### config.mk
export PLATFORM = sky130hd
export DESIGN_NAME = fire_arbiter
export DESIGN_NICKNAME = d
export VERILOG_FILES = /design/src/rtl/ucaspian_pkg.sv /design/src/rtl/rr_select.sv /design/src/rtl/fire_arbiter.sv
export SDC_FILE = /design/constraint.sdc
export NUM_CORES = 1
export LEC_CHECK = 0
export BUFFER_PORTS_ARGS = -buffer_cell sky130_fd_sc_hd__buf_2
export CAP_MARGIN = 15
export CELL_PAD_IN_SITES_DETAIL_PLACEMENT = 0
export CELL_PAD_IN_SITES_GLOBAL_PLACEMENT = 1
export CORE_UTILIZATION = 36
export CTS_CLUSTER_DIAMETER = 40
export DETAILED_ROUTE_END_ITERATION = 10
export GPL_TIMING_DRIVEN = 0
export PLACE_DENSITY = 0.87
export SLEW_MARGIN = 20
export SYNTH_ARGS = -nofsm -noshare
export SYNTH_HDL_FRONTEND = slang
export SYNTH_SLANG_ARGS = --single-unit
### constraint.sdc
create_clock -name clk -period 12.9 [get_ports clk]
set_clock_uncertainty 0.05 [all_clocks]
set_input_delay 2.58 -clock clk [delete_from_list [all_inputs] [get_ports clk]]
set_output_delay 2.58 -clock clk [all_outputs]
set_load 0.005 [all_outputs]
### src/rtl/ucaspian_pkg.sv
// ucaspian_pkg
// Shared definitions for the uCaspian fire path: default requester count,
// synapse index width, the requester-index type and the round-robin pointer
// advance helper used by the fire arbiter.
package ucaspian_pkg;

    localparam int ARB_NUM_REQ = 4;
    localparam int ARB_IDX_W   = 12;
    localparam int REQ_IDX_W   = 2;

    typedef logic [REQ_IDX_W-1:0] reqIdx_t;

    // Next round-robin starting point: the requester just after the winner,
    // wrapping back to 0 after the last requester.
    function automatic reqIdx_t nextPtr(input reqIdx_t winner, input int numReq);
        if (int'(winner) >= numReq - 1) begin
            return '0;
        end
        return winner + reqIdx_t'(1);
    endfunction

endpackage

### src/rtl/rr_select.sv
// rr_select
// Purely combinational round-robin picker. Searches the request vector
// starting at ptr_i and moving upward with wrap, granting the first set bit.
// Ports:
//   req_i   - request vector, one bit per requester
//   ptr_i   - requester index with highest priority this cycle
//   grant_o - one-hot grant (all zero when nothing requests)
//   any_o   - at least one request is asserted
module rr_select
    import ucaspian_pkg::*;
#(
    parameter int N = ARB_NUM_REQ
) (
    input  logic [N-1:0]           req_i,
    input  logic [REQ_IDX_W-1:0]   ptr_i,
    output logic [N-1:0]           grant_o,
    output logic                   any_o
);

    logic [REQ_IDX_W-1:0] idx;

    // Walk the requesters in priority order from the pointer; the first hit
    // wins and blocks all later candidates.
    always_comb begin
        grant_o = '0;
        any_o   = 1'b0;
        idx     = '0;
        for (int k = 0; k < N; k++) begin
            idx = REQ_IDX_W'((int'(ptr_i) + k) % N);
            if (!any_o && req_i[idx]) begin
                grant_o[idx] = 1'b1;
                any_o        = 1'b1;
            end
        end
    end

endmodule

### src/rtl/fire_arbiter.sv
// fire_arbiter
// Merges synapse-range fire requests from several requesters into a single
// registered output entry for the dispatcher, using round-robin fairness.
// Malformed ranges (start > end) are accepted and dropped, raising a sticky
// error flag that records the first offending requester.
// Ports:
//   clk, reset          - clock and synchronous active-high reset
//   enable              - run qualifier; low freezes arbitration and the entry
//   req_vld/req_rdy     - per-requester handshake
//   req_start_N/_end_N  - inclusive synapse range offered by requester N
//   out_start/out_end   - granted range held for the dispatcher
//   out_vld/out_rdy     - output handshake with the dispatcher
//   dispatch_done       - dispatcher has nothing in flight
//   step_done           - arbiter and dispatcher fully drained (registered)
//   range_err/err_src   - sticky malformed-range flag and first source
module fire_arbiter
    import ucaspian_pkg::*;
#(
    parameter int NUM_REQ = ARB_NUM_REQ,
    parameter int IDX_W   = ARB_IDX_W
) (
    input  logic                 clk,
    input  logic                 reset,
    input  logic                 enable,
    input  logic [NUM_REQ-1:0]   req_vld,
    input  logic [IDX_W-1:0]     req_start_0,
    input  logic [IDX_W-1:0]     req_start_1,
    input  logic [IDX_W-1:0]     req_start_2,
    input  logic [IDX_W-1:0]     req_start_3,
    input  logic [IDX_W-1:0]     req_end_0,
    input  logic [IDX_W-1:0]     req_end_1,
    input  logic [IDX_W-1:0]     req_end_2,
    input  logic [IDX_W-1:0]     req_end_3,
    output logic [NUM_REQ-1:0]   req_rdy,
    output logic [IDX_W-1:0]     out_start,
    output logic [IDX_W-1:0]     out_end,
    output logic                 out_vld,
    input  logic                 out_rdy,
    input  logic                 dispatch_done,
    output logic                 step_done,
    output logic                 range_err,
    output logic [1:0]           err_src
);

    logic [IDX_W-1:0]   reqStart [4];
    logic [IDX_W-1:0]   reqEnd   [4];

    logic [NUM_REQ-1:0] grant;
    logic               grantAny;
    logic               canGrant;
    logic               transfer;
    reqIdx_t            winnerIdx;
    logic [IDX_W-1:0]   winStart;
    logic [IDX_W-1:0]   winEnd;
    logic               malformed;

    logic               outVld_q,   outVld_d;
    logic [IDX_W-1:0]   outStart_q, outStart_d;
    logic [IDX_W-1:0]   outEnd_q,   outEnd_d;
    reqIdx_t            rrPtr_q,    rrPtr_d;
    logic               rangeErr_q, rangeErr_d;
    reqIdx_t            errSrc_q,   errSrc_d;
    logic               stepDone_q, stepDone_d;

    assign reqStart[0] = req_start_0;
    assign reqStart[1] = req_start_1;
    assign reqStart[2] = req_start_2;
    assign reqStart[3] = req_start_3;
    assign reqEnd[0]   = req_end_0;
    assign reqEnd[1]   = req_end_1;
    assign reqEnd[2]   = req_end_2;
    assign reqEnd[3]   = req_end_3;

    rr_select #(
        .N(NUM_REQ)
    ) uRrSelect (
        .req_i   (req_vld),
        .ptr_i   (rrPtr_q),
        .grant_o (grant),
        .any_o   (grantAny)
    );

    // The entry can take a new range when empty or when it is being drained
    // this same cycle; reset suppresses every grant.
    assign canGrant = enable && !reset && (!outVld_q || out_rdy);
    assign req_rdy  = canGrant ? grant : '0;
    assign transfer = canGrant && grantAny;

    // Convert the one-hot grant into a requester index.
    always_comb begin
        winnerIdx = '0;
        for (int i = 0; i < NUM_REQ; i++) begin
            if (grant[i]) begin
                winnerIdx = reqIdx_t'(i);
            end
        end
    end

    assign winStart  = reqStart[winnerIdx];
    assign winEnd    = reqEnd[winnerIdx];
    assign malformed = winStart > winEnd;

    // Next-state: a well-formed transfer loads the entry; a malformed one is
    // consumed without loading, but still lets a drained entry empty out.
    always_comb begin
        outVld_d   = outVld_q;
        outStart_d = outStart_q;
        outEnd_d   = outEnd_q;
        rrPtr_d    = rrPtr_q;
        rangeErr_d = rangeErr_q;
        errSrc_d   = errSrc_q;
        stepDone_d = enable && !(|req_vld) && !outVld_q && dispatch_done;
        if (enable) begin
            if (transfer) begin
                rrPtr_d = nextPtr(winnerIdx, NUM_REQ);
                if (malformed) begin
                    rangeErr_d = 1'b1;
                    if (!rangeErr_q) begin
                        errSrc_d = winnerIdx;
                    end
                    if (outVld_q && out_rdy) begin
                        outVld_d = 1'b0;
                    end
                end else begin
                    outVld_d   = 1'b1;
                    outStart_d = winStart;
                    outEnd_d   = winEnd;
                end
            end else if (outVld_q && out_rdy) begin
                outVld_d = 1'b0;
            end
        end
    end

    // State register; reset discards any in-flight entry and the error flag.
    always_ff @(posedge clk) begin
        if (reset) begin
            outVld_q   <= 1'b0;
            outStart_q <= '0;
            outEnd_q   <= '0;
            rrPtr_q    <= '0;
            rangeErr_q <= 1'b0;
            errSrc_q   <= '0;
            stepDone_q <= 1'b0;
        end else begin
            outVld_q   <= outVld_d;
            outStart_q <= outStart_d;
            outEnd_q   <= outEnd_d;
            rrPtr_q    <= rrPtr_d;
            rangeErr_q <= rangeErr_d;
            errSrc_q   <= errSrc_d;
            stepDone_q <= stepDone_d;
        end
    end

    assign out_vld   = outVld_q;
    assign out_start = outStart_q;
    assign out_end   = outEnd_q;
    assign range_err = rangeErr_q;
    assign err_src   = errSrc_q;
    assign step_done = stepDone_q;

endmodule

==> results.yml <==
global_routing:
  grt_max_degree: 11
  grt_pass1_wl_mm: 14.8
  grt_usage_pct: 22.3
  antenna_found_initial: 0
  grt_pass1_vias: 3032
  gr-total-overflow: 0
routing:
  drt-wirelength-per-cell_um: 16.4
  drt_iter0_markers: 120
  drtAntennaViolNets: 0
  drt-total-wl_mm: 9.46
  vias: 3132
  vias_per_cell: 5.45
  drc: 0
  drt_pass1_iterations: 4
timing:
  period_needed_ps: 7290
  min_period_over_period_pct: 56.5
  rsz0062_at_grt: "false"
  maxSlewViolCount: 0
  relSlewSlack_pct: 34.6
  tightest_slew_ps: 971
  max_freq_ghz: 0.137
  fin_tns_setup_ps: 0
  hold_viol_final: 0
  setup_viol: 0
cts:
  cts_tree: "yes"
  clk_pin_slew_ps: 60
  cts_setup_buffers: 0
  clk-insertion-delay-late_ps: 280
  clock_path_buffers: 2
  cts_root_buf: "clkbuf_8"
  postCtsHoldBufs: 0
  cts_resized: 0
  clock-sinks: 31
  cts_inserted_buffers: 5
  htree_levels: 2
synthesis:
  yosysSeqAreaShare_pct: 21.3
  synth_commonest_cells: "dfxtp_1, and2_1, a21oi_1, nand2_1"
  synthesis.area_sq_um: 2910
  synth_area_leader_cell: "dfxtp_1"
  synthTopCellsByArea: "dfxtp_1, a221oi_2, ha_1"
  synth_seq_cells: 31
  yosysUniqueCellTypes: 45
  avgSynthCellArea_sq_um: 8.87
  async_flop_share_pct: 0
  synth_top_flop_cell: "dfxtp_1"
  synth_cells: 328
  syn_nets: 451
  yosysMostFrequentCell: "dfxtp_1"
  synth_edf_count: 0
  synth_warnings: 0
  synth_top_area_share_pct: 21.3
worst_setup_path:
  critPathKind: "input pin to output port"
  critical_path.startpoint_type: "input pin"
  cp_max_fo: 10
  worst_setup_path_end_kind: "output port"
  crit_required_ps: 10270
  crit_arrival_ps: 4660
floorplanning:
  die_x_um: 91.9
  ioPinCount: 138
  row_count: 32
  die_h_um: 91.9
  dieArea_sq_um: 8440
  core_sq_um: 7770
  start_util_pct: 37.4
place:
  portBuffers: 137
  gp_congestion: 0.869
  post-dp-hpwl_mm: 7.65
layout:
  drive_above_1_share_pct: 41.2
  area_delta_synth_final_pct: 30.8
  n_antenna_cell: 0
  nNetsFinal: 595
worst_hold_path:
  min_path_type: "flop to flop"
status:
  status: "completed"
job:
  drv_cap: 0
metrics by stage:
stage | cells | util (%) | instance area, sq um | worst slack, ps | hold slack, ps
3_3_place_gp | 567 | 47.9 | 3720 | 5530 | 420
2_1_floorplan | 328 | - | 2910 | 6150 | 415
3_5_place_dp | 567 | 47.9 | 3720 | 5460 | 422
5_1_grt | 575 | 49.0 | 3800 | 5360 | 447
4_1_cts | 575 | 49.0 | 3800 | 5640 | 430
6_report | 575 | 49.0 | 3800 | 5610 | 428
path summary, 6_finish.rpt:
check | startpoint | to | slack (ps) | cells after the start
worst max-delay path | req_vld[2] | req_rdy[3] | 5610 | 8
worst min-delay path | out_vld | out_vld | 430 | 2
worst max register to register | rrPtr_q[1] | out_start[9] | 7010 | 18
worst min register to register | out_vld | out_vld | 430 | 2
per-layer routing:
layer,GRT usage (%),routed length (um)
met3,4.64,496
met5,0,0
met1,27.2,4160
met2,38.2,4610
met4,8.59,191
cells by family (layout without fill, tap and decap cells):
family          count (synthesis)  in the layout  share of synthesized area, %
compound gates                156            156                          45.0
simple gates                   82             82                          16.1
buf+inv                        35            180                          6.45
flops                          31             31                          21.3
fa+ha+maj                      18             18                          7.75
mux                             6              6                          3.40
area by class of cell:
type	count	area, sq um
fillers	810	3970
multi-input cells	262	2100
repair buffers	137	686
flip-flops and latches	31	621
plain buffers	28	161
well taps	102	128
clock buffers	7	76.3
inverters	7	26.3
clock inverters	1	5.00
flip-flops by register name, summed over array words and instances (netlist names):
signal     flops
range_err      1
out_start     12
err_src        2
out_end       12
out_vld        1
step_done      1
rrPtr_q        2
cell usage in the layout, fill, tap and decap left out, drive strengths merged, types with 18 or more instances in the layout:
| master | n |
|---|---|
| o21ai | 39 |
| clkbuf | 21 |
| a21oi | 21 |
| dfxtp | 31 |
| ha | 18 |
| a21o | 18 |
| and2 | 25 |
| nand2 | 22 |
| buf | 151 |
| a221oi | 25 |
critical path: stages:
cell	delay [ps]
buf_2	150
mux4_2	590
nand3b_1	130
o31ai_1	90
a221oi_2	480
clkbuf_1	410
nor2_1	90
buf_2	150
Power is not shown: default switching activity piles up to over one toggle a cycle in this logic, so the estimate is an artifact.
